==> config.mk <==
export PLATFORM = sky130hd
export DESIGN_NAME = seq_array_multiplier
export DESIGN_NICKNAME = d
export VERILOG_FILES = /design/src/rtl/seq_array_multiplier.sv
export SDC_FILE = /design/constraint.sdc
export NUM_CORES = 1
export LEC_CHECK = 0
export ABC_AREA = 0
export BUFFER_PORTS_ARGS = -buffer_cell sky130_fd_sc_hd__buf_2
export CORE_MARGIN = 2
export CORE_UTILIZATION = 30
export CTS_CLUSTER_SIZE = 40
export DETAILED_ROUTE_END_ITERATION = 8
export GPL_ROUTABILITY_DRIVEN = 0
export SETUP_SLACK_MARGIN = 0.02
export SYNTH_ARGS = -nofsm -noshare
export SYNTH_HDL_FRONTEND = slang
export SYNTH_SLANG_ARGS = --single-unit
==> constraint.sdc <==
create_clock -name clk -period 2 [get_ports clk]
set_clock_uncertainty 0.1 [all_clocks]
set_input_delay 0.2 -clock clk [delete_from_list [all_inputs] [get_ports clk]]
set_output_delay 0.2 -clock clk [all_outputs]
set_load 0.005 [all_outputs]
==> src/rtl/seq_array_multiplier.sv <==
// Shift-add multiplier: WIDTH cycles from accept to out_valid, min issue interval WIDTH+2; result held in DONE until out_ready.
// Optional SIGNED_MODE_EN adds a signed_mode input selecting two's-complement operands (sign-magnitude internally).
module seq_array_multiplier #(
   parameter int WIDTH = 4
) (
   input  logic                 clk,
   input  logic                 rst,
   input  logic                 in_valid,
   output logic                 in_ready,
   input  logic [WIDTH-1:0]     a,
   input  logic [WIDTH-1:0]     b,
   output logic                 out_valid,
   input  logic                 out_ready,
   output logic [2*WIDTH-1:0]   product,
   output logic                 busy
`ifdef SIGNED_MODE_EN
   ,
   input  logic                 signed_mode
`endif
);

   localparam int CW = $clog2(WIDTH);
   localparam logic [CW-1:0] LAST = CW'(WIDTH - 1);

   typedef enum logic [1:0] {
      IDLE,
      RUN,
      DONE
   } state_t;

   state_t             state;
   logic [WIDTH-1:0]   mcand;
   logic [WIDTH-1:0]   mplier;
   logic [2*WIDTH-1:0] acc;
   logic [CW-1:0]      count;

   logic [WIDTH:0]     sum;
   logic [2*WIDTH-1:0] acc_step;
   logic [2*WIDTH-1:0] acc_final;
   logic [WIDTH-1:0]   a_mag;
   logic [WIDTH-1:0]   b_mag;

   // One iteration: conditional add into the upper half, then shift {carry, acc} right.
   always_comb begin
      sum      = {1'b0, acc[2*WIDTH-1:WIDTH]} + {1'b0, (mplier[0] ? mcand : {WIDTH{1'b0}})};
      acc_step = {sum, acc[WIDTH-1:1]};
   end

`ifdef SIGNED_MODE_EN
   logic sign;
   logic sign_in;

   // Most-negative operand maps to 2^(WIDTH-1), which still fits as an unsigned magnitude.
   always_comb begin
      a_mag   = a;
      b_mag   = b;
      sign_in = 1'b0;
      if (signed_mode) begin
         a_mag   = a[WIDTH-1] ? (~a + 1'b1) : a;
         b_mag   = b[WIDTH-1] ? (~b + 1'b1) : b;
         sign_in = a[WIDTH-1] ^ b[WIDTH-1];
      end
   end

   assign acc_final = sign ? (~acc_step + 1'b1) : acc_step;
`else
   assign a_mag     = a;
   assign b_mag     = b;
   assign acc_final = acc_step;
`endif

   assign product = acc;

   always_ff @(posedge clk or posedge rst) begin
      if (rst) begin
         state     <= IDLE;
         mcand     <= '0;
         mplier    <= '0;
         acc       <= '0;
         count     <= '0;
         in_ready  <= 1'b1;
         out_valid <= 1'b0;
         busy      <= 1'b0;
`ifdef SIGNED_MODE_EN
         sign      <= 1'b0;
`endif
      end else begin
         case (state)
            IDLE: begin
               if (in_valid) begin
                  mcand    <= a_mag;
                  mplier   <= b_mag;
                  acc      <= '0;
                  count    <= '0;
`ifdef SIGNED_MODE_EN
                  sign     <= sign_in;
`endif
                  in_ready <= 1'b0;
                  busy     <= 1'b1;
                  state    <= RUN;
               end
            end
            RUN: begin
               mplier <= mplier >> 1;
               count  <= count + 1'b1;
               if (count == LAST) begin
                  acc       <= acc_final;
                  out_valid <= 1'b1;
                  state     <= DONE;
               end else begin
                  acc <= acc_step;
               end
            end
            DONE: begin
               // in_ready stays low here so an output handshake never overlaps a new accept.
               if (out_ready) begin
                  out_valid <= 1'b0;
                  busy      <= 1'b0;
                  in_ready  <= 1'b1;
                  state     <= IDLE;
               end
            end
            default: begin
               state <= IDLE;
            end
         endcase
      end
   end

endmodule

# Word level (Yosys, flattened, before mapping)
# Cells that the tools add are included.
[op_classes]
n_addsub = 2
eq_ne = 6
mux = 19
n_reduce_logical = 9
[ops]
columns = ["cell", "n"]
rows = [
  ["case mux 8 bit (2 select lines)", 1],
  ["AND reduction 3 bit", 3],
  ["2-to-1 mux 2 bit", 4],
  ["2-to-1 mux 4 bit", 2],
  ["2-to-1 mux 8 bit", 1],
  ["case mux 4 bit (2 select lines)", 1],
  ["!= test 2 bit, second input constant", 3],
  ["case mux 1 bit (2 select lines)", 3],
  ["case mux 2 bit (3 select lines)", 1],
  ["nonzero test 2 bit", 3],
  ["adder 4 x 4 -> 5 bit", 1],
  ["2-to-1 mux 1 bit", 5],
  ["equality test 2 bit, second input constant", 2],
  ["case mux 2 bit (2 select lines)", 1],
  ["AND reduction 2 bit", 2],
  ["adder 2 x 1 -> 2 bit, second input constant", 1],
  ["equality test 2 x 1 -> 1 bit, second input constant", 1],
  ["zero test 2 bit", 1],
]
[totals]
regBits = 23
inputBits = 12
output_inout_bits = 11
wordCells = 44

# Logic depth before layout (Yosys ltp)
[depth]
depth_word = 3
mapped_depth = 8

# Least setup slack after synthesis
# No wires, ideal clock.
[synth_path]
path_type = "register to register"
startpoint = "reg mplier[0]"
endpoint = "reg acc[6], in the netlist product[6]"
setup_time_ns = 0.124
t_arrival_ns = 1.309
required_time_ns = 1.776
setup_slack_ns = 0.467
stages_incl_launch_ff = 8
period_less_slack_ns = 1.533
path_cell_list = "dfrtp_1 nand2_1 inv_1 ha_1 a21o_1 a21oi_1 xor2_1 o21ai_1"
[synth_between]
elab_chain_len = 3
[synth_lines]
columns = ["element", "line_no", "text"]
rows = [
  ["start: declaration", "33", "logic [WIDTH-1:0] mplier;"],
  ["start signal: assignment", "92", "mplier <= b_mag;"],
  ["start signal: assignment", "104", "mplier <= mplier >> 1;"],
  ["2-to-1 mux 4 bit", "45", "sum = {1'b0, acc[2*WIDTH-1:WIDTH]} + {1'b0, (mplier[0] ? mcand : {WIDTH{1'b0}})};"],
  ["adder 4 x 4 -> 5 bit", "45", ""],
  ["case mux 8 bit (2 select lines)", "88", "case (state)"],
  ["end signal: assignment", "107", "acc <= acc_final;"],
  ["end signal: assignment", "111", "acc <= acc_step;"],
  ["end: declaration", "34", "logic [2*WIDTH-1:0] acc;"],
]
# Every way passes these cells.
# A chain may end at the register's enable or synchronous reset.

# Final worst setup path
[layout_path]
startpoint = "reg mplier[0]"
endpoint = "reg acc[7], in the netlist product[7]"
# Same word-level chain as after synthesis.

==> impl_metrics.ini <==
[status]
status = finished, final reports clean

[power_and_ir_drop]
p_leak_nw = 0.6763
seq_power_share_pct = 46.1
p_int_mw = 1.117
sw_frac_of_total_pct = 35.03
power_switching_mw = 0.6024
combPwrFrac_pct = 37.3
fin_total_pwr_mw = 1.720
clkPwrFrac_pct = 16.6
peakVddDrop_mv = 0.5759
powerDensity_nw_per_um2 = 1301

[synthesis]
synth_most_common_cell = dfrtp_1
synthFlopType = dfrtp_1
yosysUniqueCellTypes = 25
synthTopCellsByCount = 22 x dfrtp_1, 13 x nand2_1, 10 x o21ai_1
synth_seq_cells = 23
synth-edff-count = 0
netlist_area_um2 = 1109
synth_top_area_share_pct = 49.66
netlist_instances = 99
synth_largest_area_cell = dfrtp_1
syn_avg_cell_area_um2 = 11.20
seq_area_frac_synth_pct = 52.03
synth-async-reset-ratio_pct = 100.0
yosysWarnings = 0
synth_nets = 117
synth_area_leaders = dfrtp_1 50%, ha_1 5.6%, mux2_4 5.4%

[finish]
fin_nets = 143
stdcell_area_um2 = 1321
area_delta_synth_final_pct = 19.19
fin_util_pct = 36.64
n_antenna_cell = 0
fillers = 367
drive_gt1_share_pct = 29.03

[setup_path]
startpoint = mplier[0]
critPathCaptureType = register
path_cells = and2_1, ha_1, inv_1, fa_1, inv_1, a21o_1, a21oi_1, o21ai_1
start_kind = register
worst_path_most_repeated_cell = inv_1
worstReg2RegStart = mplier[0]
worst_ep_arrival_time_ns = 1.77
cpMaxStageDelayCell = dfrtp_1
crit_fanout = 5
slowest_delay_ns = 0.40
crit_path_end = product[7]
critPathRequiredTime_ns = 2.10
rrSetupSlack_ns = 0.32
crit_type = reg -> reg
reg2reg_to = product[7]
reg2regPathDepth = 8

[min_path]
hp-start = a[2]
hold_path.class = in -> reg

[global_route]
grt_util_all_layers_pct = 10.96
overflow = 0
grt_pass1_vias = 769
antenna_found_initial = 0
grt_max_degree = 24
grt_pass1_wl_um = 3525

[sta]
max_slew_margin_pct = 60.96
worstMarginPinSlew_ns = 0.5853
setup_viol = 0
fin_crit_sh_pct = 83.85
finalHoldViolations = 0
grt_setup_unrepaired = no
final.setup.tns_ns = 0
fmax_mhz = 596.3
period_needed_ns = 1.677
finalMaxSlewViolations = 0

[cts]
clock_latency_ns = 0.26
cts_resized = 0
path_clk_slew_ns = 0.08
cts_buffers = 3
cts_setup_buffers = 0
cts_tree = done
cts_hold_buf = 1
cts_buffer_depth = 2
htreeDepth = 1
cts-root-buf = clkbuf_8
cts.sinks = 23

[die]
dieArea_um2 = 4198
die_w_um = 64.79
core_area_um2 = 3606
pin_count = 23
initial_core_util_pct = 30.74
num_rows = 22
die_height_um = 64.79

[detailed_routing]
wl_per_cell_um = 11.78
viasPerCell = 4.436
postRouteAntennaNets = 0
route.vias.total = 763
dr.pass1.iters = 4
first_iter_violations = 21
wirelength_um = 2027
drc = 0

[place]
portBuffers = 22
dp_hpwl_um = 1483
dpl_cell_area_um2 = 1265

[job]
maxCapViolations = 0
==> final cells by class <==
class                   instances  area (µm²)  share of cell area [%]
clock inverters                 1       5.005                  0.3788
clock buffers                   3       41.29                   3.125
repair buffers                 24       127.6                   9.659
flip-flops and latches         23       576.8                   43.66
multi-input cells              67       488.0                   36.93
inverters                       6       22.52                   1.705
well taps                      48       60.06                   4.545
==> placed cells by master (no fill, tap or decap) <==
master	n
dfstp_2	1
clkinv_2	1
a21o_1	2
dlygate4sd3_1	1
nor2_1	2
o21ai_0	1
nand2b_4	1
nor2_4	1
nor2b_1	1
fa_1	1
o21ai_1	10
and2b_4	1
o21bai_2	1
nand2b_1	3
a22o_1	6
a21oi_1	7
and2_1	3
mux2_4	4
clkbuf_8	3
xor2_1	2
dfrtp_1	22
a22oi_1	2
buf_2	22
ha_1	5
and3b_1	1
inv_1	6
nand2_1	13
buf_4	1
==> worst max-delay path, delay by kind of cell, from the launching register on <==
family / cells / cell delay [ns]
fa+ha+maj: 2 / 0.57
flops: 1 / 0.40
compound gates: 3 / 0.27
simple gates: 1 / 0.15
buf+inv: 2 / 0.13
==> per-layer routing <==
layer	vias up	GRT usage, %	routed length, µm
met4	0	3.989	27
met2	17	16.49	903
met5	-	0	0
li1	388	-	-
met1	356	15.04	1009
met3	2	2.951	87
==> kinds of logic after synthesis <==
logic type	synth area share [%]
compound gates	16.59
xor+xnor	1.580
fa+ha+maj	7.449
buf+inv	3.950
flops	52.03
mux	5.418
simple gates	12.98
==> per-stage QoR <==
| stage | worst slack (ns) | std cells | hold WS, ns |
|---|---|---|---|
| after detailed placement | 0.3426 | 167 | 0.1596 |
| after floorplan | 0.4666 | 99 | 0.1012 |
| after global placement | 0.3585 | 167 | 0.1521 |
| final | 0.3230 | 172 | 0.06663 |
| after global routing | 0.1927 | 172 | 0.05517 |
| after CTS | 0.3210 | 172 | 0.06570 |
==> state kept, by name, indices dropped and copies added, names as in the netlist <==
| name | cells |
|---|---|
| product | 8 |
| mplier | 4 |
| in_ready | 1 |
| state | 2 |
| count | 2 |
| out_valid | 1 |
| busy | 1 |
| mcand | 4 |
==> power groups by stage <==
stage                     logic [mW]  clock network [mW]  registers, mW
after floorplan                0.543                   0          0.747
after global placement         0.634                   0          0.799
after detailed placement       0.645                   0          0.805
after CTS                      0.655               0.295          0.795
after global routing           0.730               0.321          0.825
final                          0.641               0.285          0.793
==> worst min-delay path by stage <==
stage	to	depth (start not counted)
after floorplan	busy	1
after global placement	product[4]	3
after detailed placement	product[5]	3
after CTS	mcand[0]	2
after global routing	mcand[3]	2
final	mcand[2]	2
No activity file was read; power rests on OpenSTA's default activity.
